<file path="src/rtl/ghost_sched_pkg.sv">
`default_nettype none
// ============================================================================
// Module      : ghost_pkg
// Description : Shared types and constants for the SD/cipher block scheduler.
// Revision    : 1.0 - initial release
// ============================================================================
package ghost_pkg;

    localparam int TIMEOUT_W_DEF = 24;
    localparam int BLK_W_DEF     = 23;

    localparam logic RAM_SEL_SD   = 1'b0;
    localparam logic RAM_SEL_CIPH = 1'b1;

    typedef enum logic [3:0] {
        ST_IDLE    = 4'd0,
        ST_INIT    = 4'd1,
        ST_RD_REQ  = 4'd2,
        ST_RD_WAIT = 4'd3,
        ST_CIPH    = 4'd4,
        ST_WR      = 4'd5,
        ST_WR_GAP  = 4'd6,
        ST_DONE    = 4'd7,
        ST_FAIL    = 4'd8
    } state_t;

    function automatic logic is_busy(input state_t s);
        return !((s == ST_IDLE) || (s == ST_DONE) || (s == ST_FAIL));
    endfunction

    // RD_REQ is a single-cycle state, so it never needs watching.
    function automatic logic wd_counts(input state_t s);
        return (s == ST_INIT) || (s == ST_RD_WAIT) || (s == ST_CIPH) ||
               (s == ST_WR)   || (s == ST_WR_GAP);
    endfunction

endpackage
`default_nettype wire

</file>
<file path="src/rtl/ghost_sched_if.sv">
`default_nettype none
// ============================================================================
// Module      : ghost_sched_if
// Description : Handshake bundle between the scheduler and the board/SD/cipher.
// Revision    : 1.0 - initial release
// ============================================================================
interface ghost_sched_if
    import ghost_pkg::*;
#(
    parameter int BLK_W = BLK_W_DEF
);
    logic             istart;
    logic             osd_start;
    logic             isd_ready;
    logic             oread;
    logic             irx_done;
    logic             owrite;
    logic             itx_done;
    logic             isd_success;
    logic             isd_fail;
    logic             ocipher_start;
    logic             icipher_done;
    logic             oram_sel;
    logic             obusy;
    logic             odone;
    logic             ofail;
    logic [BLK_W-1:0] oblocks;

    modport master (
        input  istart, isd_ready, irx_done, itx_done, isd_success, isd_fail,
               icipher_done,
        output osd_start, oread, owrite, ocipher_start, oram_sel, obusy,
               odone, ofail, oblocks
    );

    modport slave (
        output istart, isd_ready, irx_done, itx_done, isd_success, isd_fail,
               icipher_done,
        input  osd_start, oread, owrite, ocipher_start, oram_sel, obusy,
               odone, ofail, oblocks
    );
endinterface
`default_nettype wire

</file>
<file path="src/rtl/ghost_sched_watchdog.sv">
`default_nettype none
// ============================================================================
// Module      : sched_watchdog
// Description : Saturating per-state watchdog with registered timeout flag.
// Revision    : 1.0 - initial release
// ============================================================================
module sched_watchdog
    import ghost_pkg::*;
#(
    parameter int TIMEOUT_W = TIMEOUT_W_DEF
) (
    input  wire logic clk_i,
    input  wire logic rst_i,
    input  wire logic clr_i,
    input  wire logic en_i,
    output logic      timeout_o
);
    logic [TIMEOUT_W-1:0] cnt_q, cnt_d;
    logic                 timeout_q, timeout_d;

    // Flag rises on the same edge the count lands on all-ones.
    always_comb begin
        cnt_d     = cnt_q;
        timeout_d = timeout_q;
        if (clr_i) begin
            cnt_d     = '0;
            timeout_d = 1'b0;
        end else if (en_i) begin
            if (cnt_q != '1) begin
                cnt_d = cnt_q + TIMEOUT_W'(1);
            end
            timeout_d = (cnt_d == '1);
        end
    end

    always_ff @(posedge clk_i) begin
        if (rst_i) begin
            cnt_q     <= '0;
            timeout_q <= 1'b0;
        end else begin
            cnt_q     <= cnt_d;
            timeout_q <= timeout_d;
        end
    end

    assign timeout_o = timeout_q;
endmodule
`default_nettype wire

</file>
<file path="src/rtl/ghost_sched.sv">
`default_nettype none
// ============================================================================
// Module      : ghost_sched
// Description : Sequences SD read, cipher and SD write over one shared RAM.
// Revision    : 1.0 - initial release
// ============================================================================
module ghost_sched
    import ghost_pkg::*;
#(
    parameter int TIMEOUT_W = TIMEOUT_W_DEF,
    parameter int BLK_W     = BLK_W_DEF
) (
    input  wire logic     iclk,
    input  wire logic     irst,
    ghost_sched_if.master bus
);
    state_t           state_q, state_d;
    logic [BLK_W-1:0] blocks_q, blocks_d;
    logic             sd_start_q, sd_start_d;
    logic             read_q, read_d;
    logic             write_q, write_d;
    logic             ciph_start_q, ciph_start_d;
    logic             ram_sel_q, ram_sel_d;
    logic             busy_q, busy_d;
    logic             done_q, done_d;
    logic             fail_q, fail_d;

    logic             w_wd_clr;
    logic             w_wd_en;
    logic             w_wd_timeout;
    logic             w_abort;

    sched_watchdog #(
        .TIMEOUT_W (TIMEOUT_W)
    ) u_wd (
        .clk_i     (iclk),
        .rst_i     (irst),
        .clr_i     (w_wd_clr),
        .en_i      (w_wd_en),
        .timeout_o (w_wd_timeout)
    );

    assign w_wd_clr = (state_d != state_q);
    assign w_wd_en  = wd_counts(state_q);

    // Failure overrides every done pulse arriving in the same cycle.
    assign w_abort = is_busy(state_q) &&
                     (bus.isd_fail || w_wd_timeout ||
                      (bus.isd_success && (state_q != ST_INIT) &&
                       (state_q != ST_RD_WAIT)));

    always_comb begin
        state_d  = state_q;
        blocks_d = blocks_q;
        unique case (state_q)
            ST_IDLE, ST_DONE, ST_FAIL: begin
                if (bus.istart) begin
                    state_d  = ST_INIT;
                    blocks_d = '0;
                end
            end
            ST_INIT: begin
                if (bus.isd_ready) state_d = ST_RD_REQ;
            end
            ST_RD_REQ: begin
                state_d = ST_RD_WAIT;
            end
            ST_RD_WAIT: begin
                if (bus.isd_success)   state_d = ST_DONE;
                else if (bus.irx_done) state_d = ST_CIPH;
            end
            ST_CIPH: begin
                if (bus.icipher_done) state_d = ST_WR;
            end
            ST_WR: begin
                if (bus.itx_done) begin
                    state_d  = ST_WR_GAP;
                    blocks_d = blocks_q + BLK_W'(1);
                end
            end
            ST_WR_GAP: begin
                if (bus.isd_ready) state_d = ST_RD_REQ;
            end
            default: begin
                state_d = ST_IDLE;
            end
        endcase
        if (w_abort) begin
            state_d  = ST_FAIL;
            blocks_d = blocks_q;
        end
    end

    // Outputs are decoded from the next state so they align with state_q.
    always_comb begin
        sd_start_d   = !is_busy(state_q) && bus.istart;
        read_d       = (state_d == ST_RD_REQ);
        write_d      = (state_d == ST_WR);
        ciph_start_d = (state_d == ST_CIPH) && (state_q != ST_CIPH);
        ram_sel_d    = (state_d == ST_CIPH) ? RAM_SEL_CIPH : RAM_SEL_SD;
        busy_d       = is_busy(state_d);
        done_d       = (state_d == ST_DONE);
        fail_d       = (state_d == ST_FAIL);
    end

    always_ff @(posedge iclk) begin
        if (irst) begin
            state_q      <= ST_IDLE;
            blocks_q     <= '0;
            sd_start_q   <= 1'b0;
            read_q       <= 1'b0;
            write_q      <= 1'b0;
            ciph_start_q <= 1'b0;
            ram_sel_q    <= RAM_SEL_SD;
            busy_q       <= 1'b0;
            done_q       <= 1'b0;
            fail_q       <= 1'b0;
        end else begin
            state_q      <= state_d;
            blocks_q     <= blocks_d;
            sd_start_q   <= sd_start_d;
            read_q       <= read_d;
            write_q      <= write_d;
            ciph_start_q <= ciph_start_d;
            ram_sel_q    <= ram_sel_d;
            busy_q       <= busy_d;
            done_q       <= done_d;
            fail_q       <= fail_d;
        end
    end

    assign bus.osd_start     = sd_start_q;
    assign bus.oread         = read_q;
    assign bus.owrite        = write_q;
    assign bus.ocipher_start = ciph_start_q;
    assign bus.oram_sel      = ram_sel_q;
    assign bus.obusy         = busy_q;
    assign bus.odone         = done_q;
    assign bus.ofail         = fail_q;
    assign bus.oblocks       = blocks_q;
endmodule
`default_nettype wire
</file>
<file path="src/flat_wrapper.sv">
// flat-port wrapper written by rule: the top's interface ports become plain ports
module ghost_sched_flat import ghost_pkg::*;
#(
    parameter int TIMEOUT_W = TIMEOUT_W_DEF,
    parameter int BLK_W     = BLK_W_DEF
)
  (iclk, irst, bus_istart, bus_isd_ready, bus_irx_done, bus_itx_done, bus_isd_success, bus_isd_fail, bus_icipher_done, bus_osd_start, bus_oread, bus_owrite, bus_ocipher_start, bus_oram_sel, bus_obusy, bus_odone, bus_ofail, bus_oblocks);
  ghost_sched_if #(.BLK_W(BLK_W)) bus_i ();
  input  wire logic iclk;
  input  wire logic irst;
  input wire logic [$bits(bus_i.istart)-1:0] bus_istart;
  input wire logic [$bits(bus_i.isd_ready)-1:0] bus_isd_ready;
  input wire logic [$bits(bus_i.irx_done)-1:0] bus_irx_done;
  input wire logic [$bits(bus_i.itx_done)-1:0] bus_itx_done;
  input wire logic [$bits(bus_i.isd_success)-1:0] bus_isd_success;
  input wire logic [$bits(bus_i.isd_fail)-1:0] bus_isd_fail;
  input wire logic [$bits(bus_i.icipher_done)-1:0] bus_icipher_done;
  output wire logic [$bits(bus_i.osd_start)-1:0] bus_osd_start;
  output wire logic [$bits(bus_i.oread)-1:0] bus_oread;
  output wire logic [$bits(bus_i.owrite)-1:0] bus_owrite;
  output wire logic [$bits(bus_i.ocipher_start)-1:0] bus_ocipher_start;
  output wire logic [$bits(bus_i.oram_sel)-1:0] bus_oram_sel;
  output wire logic [$bits(bus_i.obusy)-1:0] bus_obusy;
  output wire logic [$bits(bus_i.odone)-1:0] bus_odone;
  output wire logic [$bits(bus_i.ofail)-1:0] bus_ofail;
  output wire logic [$bits(bus_i.oblocks)-1:0] bus_oblocks;
  assign bus_i.istart = bus_istart;
  assign bus_i.isd_ready = bus_isd_ready;
  assign bus_i.irx_done = bus_irx_done;
  assign bus_i.itx_done = bus_itx_done;
  assign bus_i.isd_success = bus_isd_success;
  assign bus_i.isd_fail = bus_isd_fail;
  assign bus_i.icipher_done = bus_icipher_done;
  assign bus_osd_start = bus_i.osd_start;
  assign bus_oread = bus_i.oread;
  assign bus_owrite = bus_i.owrite;
  assign bus_ocipher_start = bus_i.ocipher_start;
  assign bus_oram_sel = bus_i.oram_sel;
  assign bus_obusy = bus_i.obusy;
  assign bus_odone = bus_i.odone;
  assign bus_ofail = bus_i.ofail;
  assign bus_oblocks = bus_i.oblocks;
  ghost_sched #(.TIMEOUT_W(TIMEOUT_W), .BLK_W(BLK_W)) u_core (.iclk(iclk), .irst(irst), .bus(bus_i));
endmodule
</file>
<file path="config.mk">
export PLATFORM = sky130hd
export DESIGN_NAME = ghost_sched_flat
export DESIGN_NICKNAME = d
export VERILOG_FILES = /design/src/rtl/ghost_sched_pkg.sv /design/src/rtl/ghost_sched_if.sv /design/src/rtl/ghost_sched_watchdog.sv /design/src/rtl/ghost_sched.sv /design/src/flat_wrapper.sv
export SDC_FILE = /design/constraint.sdc
export NUM_CORES = 1
export LEC_CHECK = 0
export CORE_ASPECT_RATIO = 1.5
export CORE_MARGIN = 2
export CORE_UTILIZATION = 59
export DETAILED_ROUTE_END_ITERATION = 6
export PLACE_DENSITY = 0.94
export SYNTH_ARGS = -nofsm -noshare
export SYNTH_HDL_FRONTEND = slang
export SYNTH_SLANG_ARGS = --single-unit
</file>
<file path="constraint.sdc">
create_clock -name iclk -period 4.9 [get_ports iclk]
set_clock_uncertainty 0.2 [all_clocks]
set_input_delay 0.98 -clock iclk [delete_from_list [all_inputs] [get_ports iclk]]
set_output_delay 0.98 -clock iclk [all_outputs]
set_load 0.02 [all_outputs]
</file>
## Word level (Yosys, flattened, before mapping)

Index checks and enable logic that the tools add are counted.

| storage, ports and cells | value |
|---|---|
| logic and storage cells | 75 |
| output and inout bits | 31 |
| input port bits | 9 |
| register bits after elaboration | 60 |

| operators by class | value |
|---|---|
| bitwise logic cells | 1 |
| reductions and logical operators | 24 |
| muxes and demuxes | 15 |
| add/sub/neg operators | 2 |
| eq/ne operators | 21 |

Operators by type and width:

| operator | count |
|---|---|
| $mux 24 | 3 |
| $mux 23 | 2 |
| $pmux 23 s2 | 1 |
| $eq 4x3->1 const B | 7 |
| $mux 4 | 7 |
| $add 24x1->24 const B | 1 |
| $eq 24x24->1 const B | 1 |
| $ne 24x24->1 const B | 1 |
| $pmux 4 s6 | 1 |
| $add 23x1->23 const B | 1 |
| $eq 4x2->1 const B | 3 |
| $logic_or 1x1->1 | 10 |
| $eq 4x4->1 const B | 2 |
| $logic_not 4->1 | 2 |
| $logic_and 1x1->1 | 5 |
| $eq 4x1->1 const B | 1 |
| $ne 2x2->1 const B | 2 |
| $ne 4x1->1 const B | 1 |
| $ne 4x2->1 const B | 1 |
| $ne 4x3->1 const B | 1 |
| $ne 4x4->1 | 1 |
| $reduce_and 4->1 | 1 |
| $reduce_or 2->1 | 2 |
| $reduce_or 3->1 | 1 |
| 4 further kinds | 5 |

## Depth between registers and ports, before layout

Gate-level depths: netlist of run 1.

| logic depth | value |
|---|---|
| word-level depth | 10 |
| depth in mapped cells | 10 |
| gate-level depth less buffers | 8 |

## Modules after synthesis

From an unflattened synthesis of run 1, not the netlist that was laid out.

| unflattened totals | value |
|---|---|
| cell total of the unflattened synthesis | 396 |
| area, all modules | 3309.4 sq um |

Modules (own cells, without submodules):

| module | times used | cells each | area an instance (sq um) | sequential area each (sq um) |
|---|---|---|---|---|
| ghost_sched | 1 | 222 | 1865.5 | 700.7 |
| sched_watchdog | 1 | 174 | 1443.9 | 500.5 |

## Worst setup path before layout of run 1

Ideal clock, no wire load.

| path | value |
|---|---|
| kind | input -> register |
| from | in bus_icipher_done |
| to | reg u_core.u_wd.cnt_q[0] |
| stages | 9 |
| data arrival time | 2.498 ns |
| setup slack | 2.137 ns |
| buffers on the path | 2 |
| required time | 4.635 ns |
| library setup time | 0.065 ns |
| cells stage by stage | nor2b_1 o21ai_0 and4_1 buf_1 nor3_2 a2111oi_4 nand4_4 buf_6 nor2_1 |

| between the ends | value |
|---|---|
| longest elaborated chain between the ends | 5 |

Ends and longest elaborated chain:

| what | RTL line | text |
|---|---|---|
| start, declared | flat_wrapper.sv:17 | `input wire logic [$bits(bus_i.icipher_done)-1:0] bus_icipher_done;` |
| $mux 4 | ghost_sched.sv:73 | `if (bus.icipher_done) state_d = ST_WR;` |
| $pmux 4 s6 | ghost_sched.sv:55 | `unique case (state_q)` |
| $mux 4 | ghost_sched.sv:88 | `if (w_abort) begin` |
| $ne 4x4->1 | ghost_sched.sv:43 | `assign w_wd_clr = (state_d != state_q);` |
| $reduce_or 2->1 (no line) | - |  |
| end signal, assigned | ghost_sched_watchdog.sv:41 | `cnt_q <= cnt_d;` |
| end, declared | ghost_sched_watchdog.sv:18 | `logic [TIMEOUT_W-1:0] cnt_q, cnt_d;` |

No other way between the ends.
A chain may end at the register's enable or synchronous reset.

## Worst setup path in the final report of run 1

| path | value |
|---|---|
| from | in bus_istart |
| to | reg u_core.blocks_q[21], in the netlist u_core.bus.oblocks[21] |

| between the ends | value |
|---|---|
| longest elaborated chain between the ends | 2 |

Ends and longest elaborated chain:

| what | RTL line | text |
|---|---|---|
| start, declared | flat_wrapper.sv:11 | `input wire logic [$bits(bus_i.istart)-1:0] bus_istart;` |
| $ne 2x2->1 (no line) | - |  |
| $reduce_and 4->1 (no line) | - |  |
| end signal, assigned | ghost_sched.sv:120 | `blocks_q <= blocks_d;` |
| end, declared | ghost_sched.sv:18 | `logic [BLK_W-1:0] blocks_q, blocks_d;` |

No other way between the ends.

==> results.md, run 1 <==
* Number of synthesized flops with an enable pin at 0
* First-pass iteration count of the detailed router at 5
* Setup repair bufs after CTS at 0
* DR vias/cell at 6.20
* Gate Count Post-Synth at 402
* Core area at 0.00545 mm^2
* Global route overflow at 0
* Ys flop type: dfxtp_1
* Slew Limit Fails at 0
* Post-Syn Area at 0.00331 mm^2
* Fin nets at 445
* Crit-path max FO at 6
* Final setup TNS at 0 ps
* Die area at 0.00624 mm^2
* Setup ws final at 1630 ps
* Number of global-route vias before repair at 2821
* Period utilisation layout at 0.667
* Critical Path AT at 3270 ps
* Hold endpoint: u_core.u_wd.timeout_o
* Worst R2R End: u_core.u_wd.cnt_q[1]
* Critical path launch point type: primary input
* Via count at 3152
* RSZ-0062 raised after global routing: false
* Final HPWL DP at 5690 um
* Synthesis-to-finish area growth at 17.1%
* Row cnt at 33
* R2R depth at 7
* Antenna violations before repair at 0
* RD Place Congestion at 0.968
* Slew @ Worst Pin at 805 ps
* Post-CTS resize count at 0
* Initial Util at 0.608
* Die height at 95.8 um
* Post-route DRC at 0
* Worst path cell trace: clkdlybuf4s50_1 > or3b_2 > a21oi_1 > o22ai_1 > nor3_2 > nand3_1 > xor2_1 > nor2_1
* Share of cells above drive strength 1 at 0.0753
* Slew margin rel. at 0.463
* Antenna viol nets, final at 0
* Number of setup violations in the final report at 0
* Hold path cells at 2
* Worst vdd ir at 0.176 mV
* Clock tree buffer depth at 2
* Final Hold Fails at 0
* Worst R2R Setup Slack at 1890 ps
* Hold path start: u_core.u_wd.timeout_o
* Synth async-reset ratio at 0
* Synth warnings at 0
* Distinct cells, synth at 58
* Root Driver: clkbuf_8
* Launch point of the worst reg-to-reg path: u_core.state_q[0]
* Wire length per cell at 15.8 um
* Chip Width at 65.2 um
* Worst EP required at 4900 ps
* Clk sinks at 60
* Post-Place Worst Slack at 1310 ps
* Syn nets at 413
* Worst hold path class: flop to flop
* Clk slew on worst S/H paths at 70 ps
* Largest net degree at the start of global routing at 26
* Crit path time final at 3270 ps
* Post-Route WL at 8030 um
* Static leakage power at 1.23 nW
* CTS tree: yes
* Hold Buf Count CTS at 0
* Num CTS Buffers at 9
* Highest Clock Rate at 0.306 GHz
* Power Density at 287 mW/mm^2
* Clock latency on the worst-skew pair at 340 ps
* H-tree depth at 3
* Outcome: complete, no violations
* Global-route wire length before repair at 12900 um
* Io pins at 40
* Port Buf Inserts at 39
* Initial detailed-routing violation count at 390
* Synthesized flop and latch total at 60
* Critical Path Source: bus_istart
* Critical path type: primary input to flop
* Max-Cap Viols at 0
* Syn avg cell area at 8.24 um^2
* Crit. End Element: flop
* CP max stage cell: clkdlybuf4s50_1
* Register area share after synthesis at 0.363
* Total track usage at 0.267
* CP max stage delay at 590 ps
* Diodes inserted at 0
==> area by class of cell <==
type                            instances  area, um^2
Multi-Input combinational cell        317        1980
Fill cell                             415        1570
Sequential cell                        60        1200
Timing Repair Buffer                   39         390
Clock buffer                           10         138
Tap cell                               70        87.6
Clock inverter                          5        52.6
Inverter                                7        26.3
==> synthesized netlist by cell type, types with 9 or more instances <==
| library cell | count | area share |
|---|---|---|
| nor2_1 | 69 | 0.078 |
| dfxtp_1 | 60 | 0.36 |
| xor2_1 | 29 | 0.077 |
| nand3_1 | 26 | 0.039 |
| nand2_1 | 22 | 0.025 |
| nand4_1 | 18 | 0.034 |
| xnor2_1 | 17 | 0.045 |
| a21oi_1 | 16 | 0.024 |
| o21ai_0 | 15 | 0.023 |
| nor3_1 | 11 | 0.017 |
| buf_2 | 10 | 0.015 |
| and3_1 | 9 | 0.017 |
| and4_1 | 9 | 0.024 |
==> per-layer routing <==
| layer | global-route usage | up-vias | wire (um) |
|---|---|---|---|
| met5 | 0 | - | 0 |
| met2 | 0.454 | 128 | 4050 |
| li1 | - | 1506 | - |
| met1 | 0.293 | 1479 | 3240 |
| met4 | 0.160 | 0 | 380 |
| met3 | 0.0760 | 39 | 363 |
==> through the flow <==
stage               instance area (um^2)  hold WS (ps)  utilization  total power, mW  cells
floorplan                           3310           259            -            0.645    402
detailed placement                  3690           295        0.677            0.679    493
finish                              3880           312        0.712             1.11    508
CTS                                 3880           302        0.712             1.11    508
global route                        3880           338        0.712             1.16    508
global placement                    3690           271        0.677            0.672    493
==> flip-flops by register name, summed over array words and instances, names as in the netlist <==
register,flops
u_core.state_q,4
u_core.u_wd.timeout_o,1
u_core.bus.ocipher_start,1
u_core.bus.odone,1
u_core.bus.owrite,1
u_core.bus.obusy,1
u_core.bus.osd_start,1
u_core.bus.oread,1
u_core.u_wd.cnt_q,24
u_core.bus.oblocks,23
u_core.bus.ofail,1
u_core.bus.oram_sel,1
==> worst max path at each step <==
stage / endpoint / slack (ps) / depth (start not counted)
finish: u_core.bus.oblocks[21] / 1630 / 8
global route: u_core.u_wd.cnt_q[2] / 1470 / 8
CTS: u_core.u_wd.cnt_q[1] / 1650 / 8
detailed placement: u_core.u_wd.cnt_q[1] / 1310 / 8
global placement: u_core.bus.oblocks[9] / 1400 / 8
floorplan: u_core.u_wd.cnt_q[0] / 2140 / 9
==> report_power, final <==
group	switching, mW	leakage [nW]	internal [mW]
Combinational	0.101	0.646	0.0530
Sequential	0.0204	0.484	0.497
Clock	0.197	0.0979	0.243
==> logic make-up after synthesis <==
| kind of cell | after synthesis | synth area share |
|---|---|---|
| flops | 60 | 0.363 |
| fa+ha+maj | 2 | 0.00755 |
| xor+xnor | 46 | 0.122 |
| compound gates | 64 | 0.139 |
| buf+inv | 25 | 0.0389 |
| simple gates | 205 | 0.330 |
==> placed cells by master (no fill, tap or decap), drive strengths merged, types with 7 or more instances in the layout <==
| cell | instances |
|---|---|
| nand2 | 22 |
| xnor2 | 17 |
| xor2 | 29 |
| and3 | 9 |
| o21ai | 17 |
| inv | 7 |
| dfxtp | 60 |
| and4 | 9 |
| nand3 | 26 |
| nor2 | 70 |
| a21oi | 17 |
| nor3 | 16 |
| clkdlybuf4s50 | 39 |
| nand4 | 19 |
| clkbuf | 10 |
==> critical path, delay by kind of cell <==
kind	cells	cell delay [ps]
AND/OR/NAND/NOR	4	1020
buffers and inverters	1	590
AO/OA/AOI/OAI	2	530
XOR/XNOR	1	160
Power figures use the tool's default switching activity.
==> inputs of run 2 (changes only) <==
CORE_UTILIZATION = 56   (was 59)
PLACE_DENSITY = 0.9   (was 0.94)
clock period = 3.15 ns   (was 4.9 ns; I/O delays follow)
==> run 2 against run 1 <==
- die area grew 5.1%
- non-clock buffer count grew 11
- global-route usage grew 1.6 points
- clock power grew 65%
- final cell count grew 2.8%
- critical path type is now flop to flop
- largest cell class unchanged
- largest power group unchanged
- highest routed layer unchanged
==> results.md, run 2 (synthesis results as in run 1) <==
* Outcome: complete, no violations
* RD Place Congestion at 1.03
* Highest Clock Rate at 0.350 GHz
* Synthesis-to-finish area growth at 20.1%
* Io pins at 40
* Power Density at 452 mW/mm^2
* Clk sinks at 60
* Worst vdd ir at 0.269 mV
* Initial Util at 0.577
* Antenna violations before repair at 0
* Number of setup violations in the final report at 0
* Post-Place Worst Slack at 117 ps
* Crit. End Element: flop
* Crit-path max FO at 23
* CTS tree: yes
* H-tree depth at 3
* Hold Buf Count CTS at 0
* Die height at 98.2 um
* RSZ-0062 raised after global routing: false
* Chip Width at 66.8 um
* Slew Limit Fails at 0
* Initial detailed-routing violation count at 261
* Largest register FFs at 24
* Die area at 0.00656 mm^2
* Static leakage power at 1.28 nW
* Worst hold path class: flop to flop
* Setup repair bufs after CTS at 0
* Critical path type: flop to flop
* Max-Cap Viols at 0
* Critical path launch point type: flop
* Global-route wire length before repair at 14300 um
* Inst Count DP at 506
* Row cnt at 34
* Slew @ Worst Pin at 751 ps
* DR vias/cell at 6.09
* Num CTS Buffers at 9
* Power, Total at 1.80 mW
* Slew margin rel. at 0.499
* Period utilisation layout at 0.907
* Post-route DRC at 0
* Worst EP required at 3200 ps
* Final Hold Fails at 0
* Global route overflow at 0
* Reg with most FFs: u_core.u_wd.cnt_q
* Post-Route WL at 8620 um
* Diodes inserted at 0
* Number of global-route vias before repair at 3117
* Most common cell after layout, fill and taps aside: nor2_1
* Root Driver: clkbuf_8
* Clk slew on worst S/H paths at 80 ps
* Fin nets at 456
* Wire length per cell at 16.5 um
* Post-CTS resize count at 0
* Worst R2R Setup Slack at 290 ps
* Crit path time final at 2860 ps
* First-pass iteration count of the detailed router at 4
* Final setup TNS at 0 ps
* Final Non-Filler Cells at 522
* Total track usage at 0.283
* Antenna viol nets, final at 0
* Core area at 0.00574 mm^2
* Final HPWL DP at 6280 um
* Via count at 3178
* Share of cells above drive strength 1 at 0.100
* Clock tree buffer depth at 2
* Most frequent cells in the layout: nor2_1, dfxtp_1, clkdlybuf4s50_1, xor2_1, nand3_1
* Largest net degree at the start of global routing at 24
* Setup ws final at 294 ps
* Critical Path AT at 2910 ps
* Fill count at 449
* Port Buf Inserts at 39
* Clock latency on the worst-skew pair at 350 ps
## run 2: cell count changes in the layout (fill, tap and decap cells not counted)
cell / previous run / this run
inv_6: 0 / 4
clkinvlp_4: 1 / 2
buf_4: 0 / 11
clkbuf_8: 10 / 9
clkinv_2: 3 / 0
## run 2: per-stage QoR
| stage | hold slack (ps) | utilization | instance area [um^2] |
|---|---|---|---|
| after floorplan | 259 | - | 3310 |
| after global placement | 295 | 0.657 | 3770 |
| after detailed placement | 310 | 0.657 | 3770 |
| after CTS | 319 | 0.693 | 3980 |
| after global routing | 364 | 0.693 | 3980 |
| final | 327 | 0.693 | 3980 |
## run 2: critical path, stage by stage, from the launching register on
cell and delay [ps]:
dfxtp_1 810, or3b_1 430, a21boi_2 320, o22ai_1 270
nor3_2 350, nand3_1 150, xor2_1 170, nor2_1 50
## run 2: path summary, 6_finish.rpt
| kind | start | endpoint | cells after the start |
|---|---|---|---|
| max | u_core.state_q[0] | u_core.bus.oblocks[21] | 7 |
| min | u_core.u_wd.timeout_o | u_core.u_wd.timeout_o | 2 |
| max reg2reg | u_core.state_q[0] | u_core.bus.oblocks[21] | 7 |
| min reg2reg | u_core.u_wd.timeout_o | u_core.u_wd.timeout_o | 2 |
## run 2: cell type report
type / instances / area (um^2) / area share
sequential: 60 / 1200 / 0.302
clock buffer: 9 / 124 / 0.0311
clock inverter: 7 / 80.1 / 0.0201
inverter: 7 / 26.3 / 0.00661
timing repair buffer: 50 / 473 / 0.119
multi-input combinational: 317 / 1980 / 0.499
tap: 72 / 90.1 / 0.0226
## run 2: per-layer routing
layer | routed length, um | share of wire | GRT usage | vias up
li1 | - | - | - | 1522
met1 | 3240 | 0.38 | 0.295 | 1499
met2 | 4530 | 0.53 | 0.488 | 117
met3 | 393 | 0.046 | 0.0714 | 40
met4 | 450 | 0.052 | 0.179 | 0
met5 | 0 | 0 | 0 | -
## run 2: report_power, final
group / total (mW) / internal (mW) / switching, mW
Sequential: 0.807 / 0.773 / 0.0338
Clock: 0.725 / 0.376 / 0.349
Combinational: 0.267 / 0.106 / 0.161
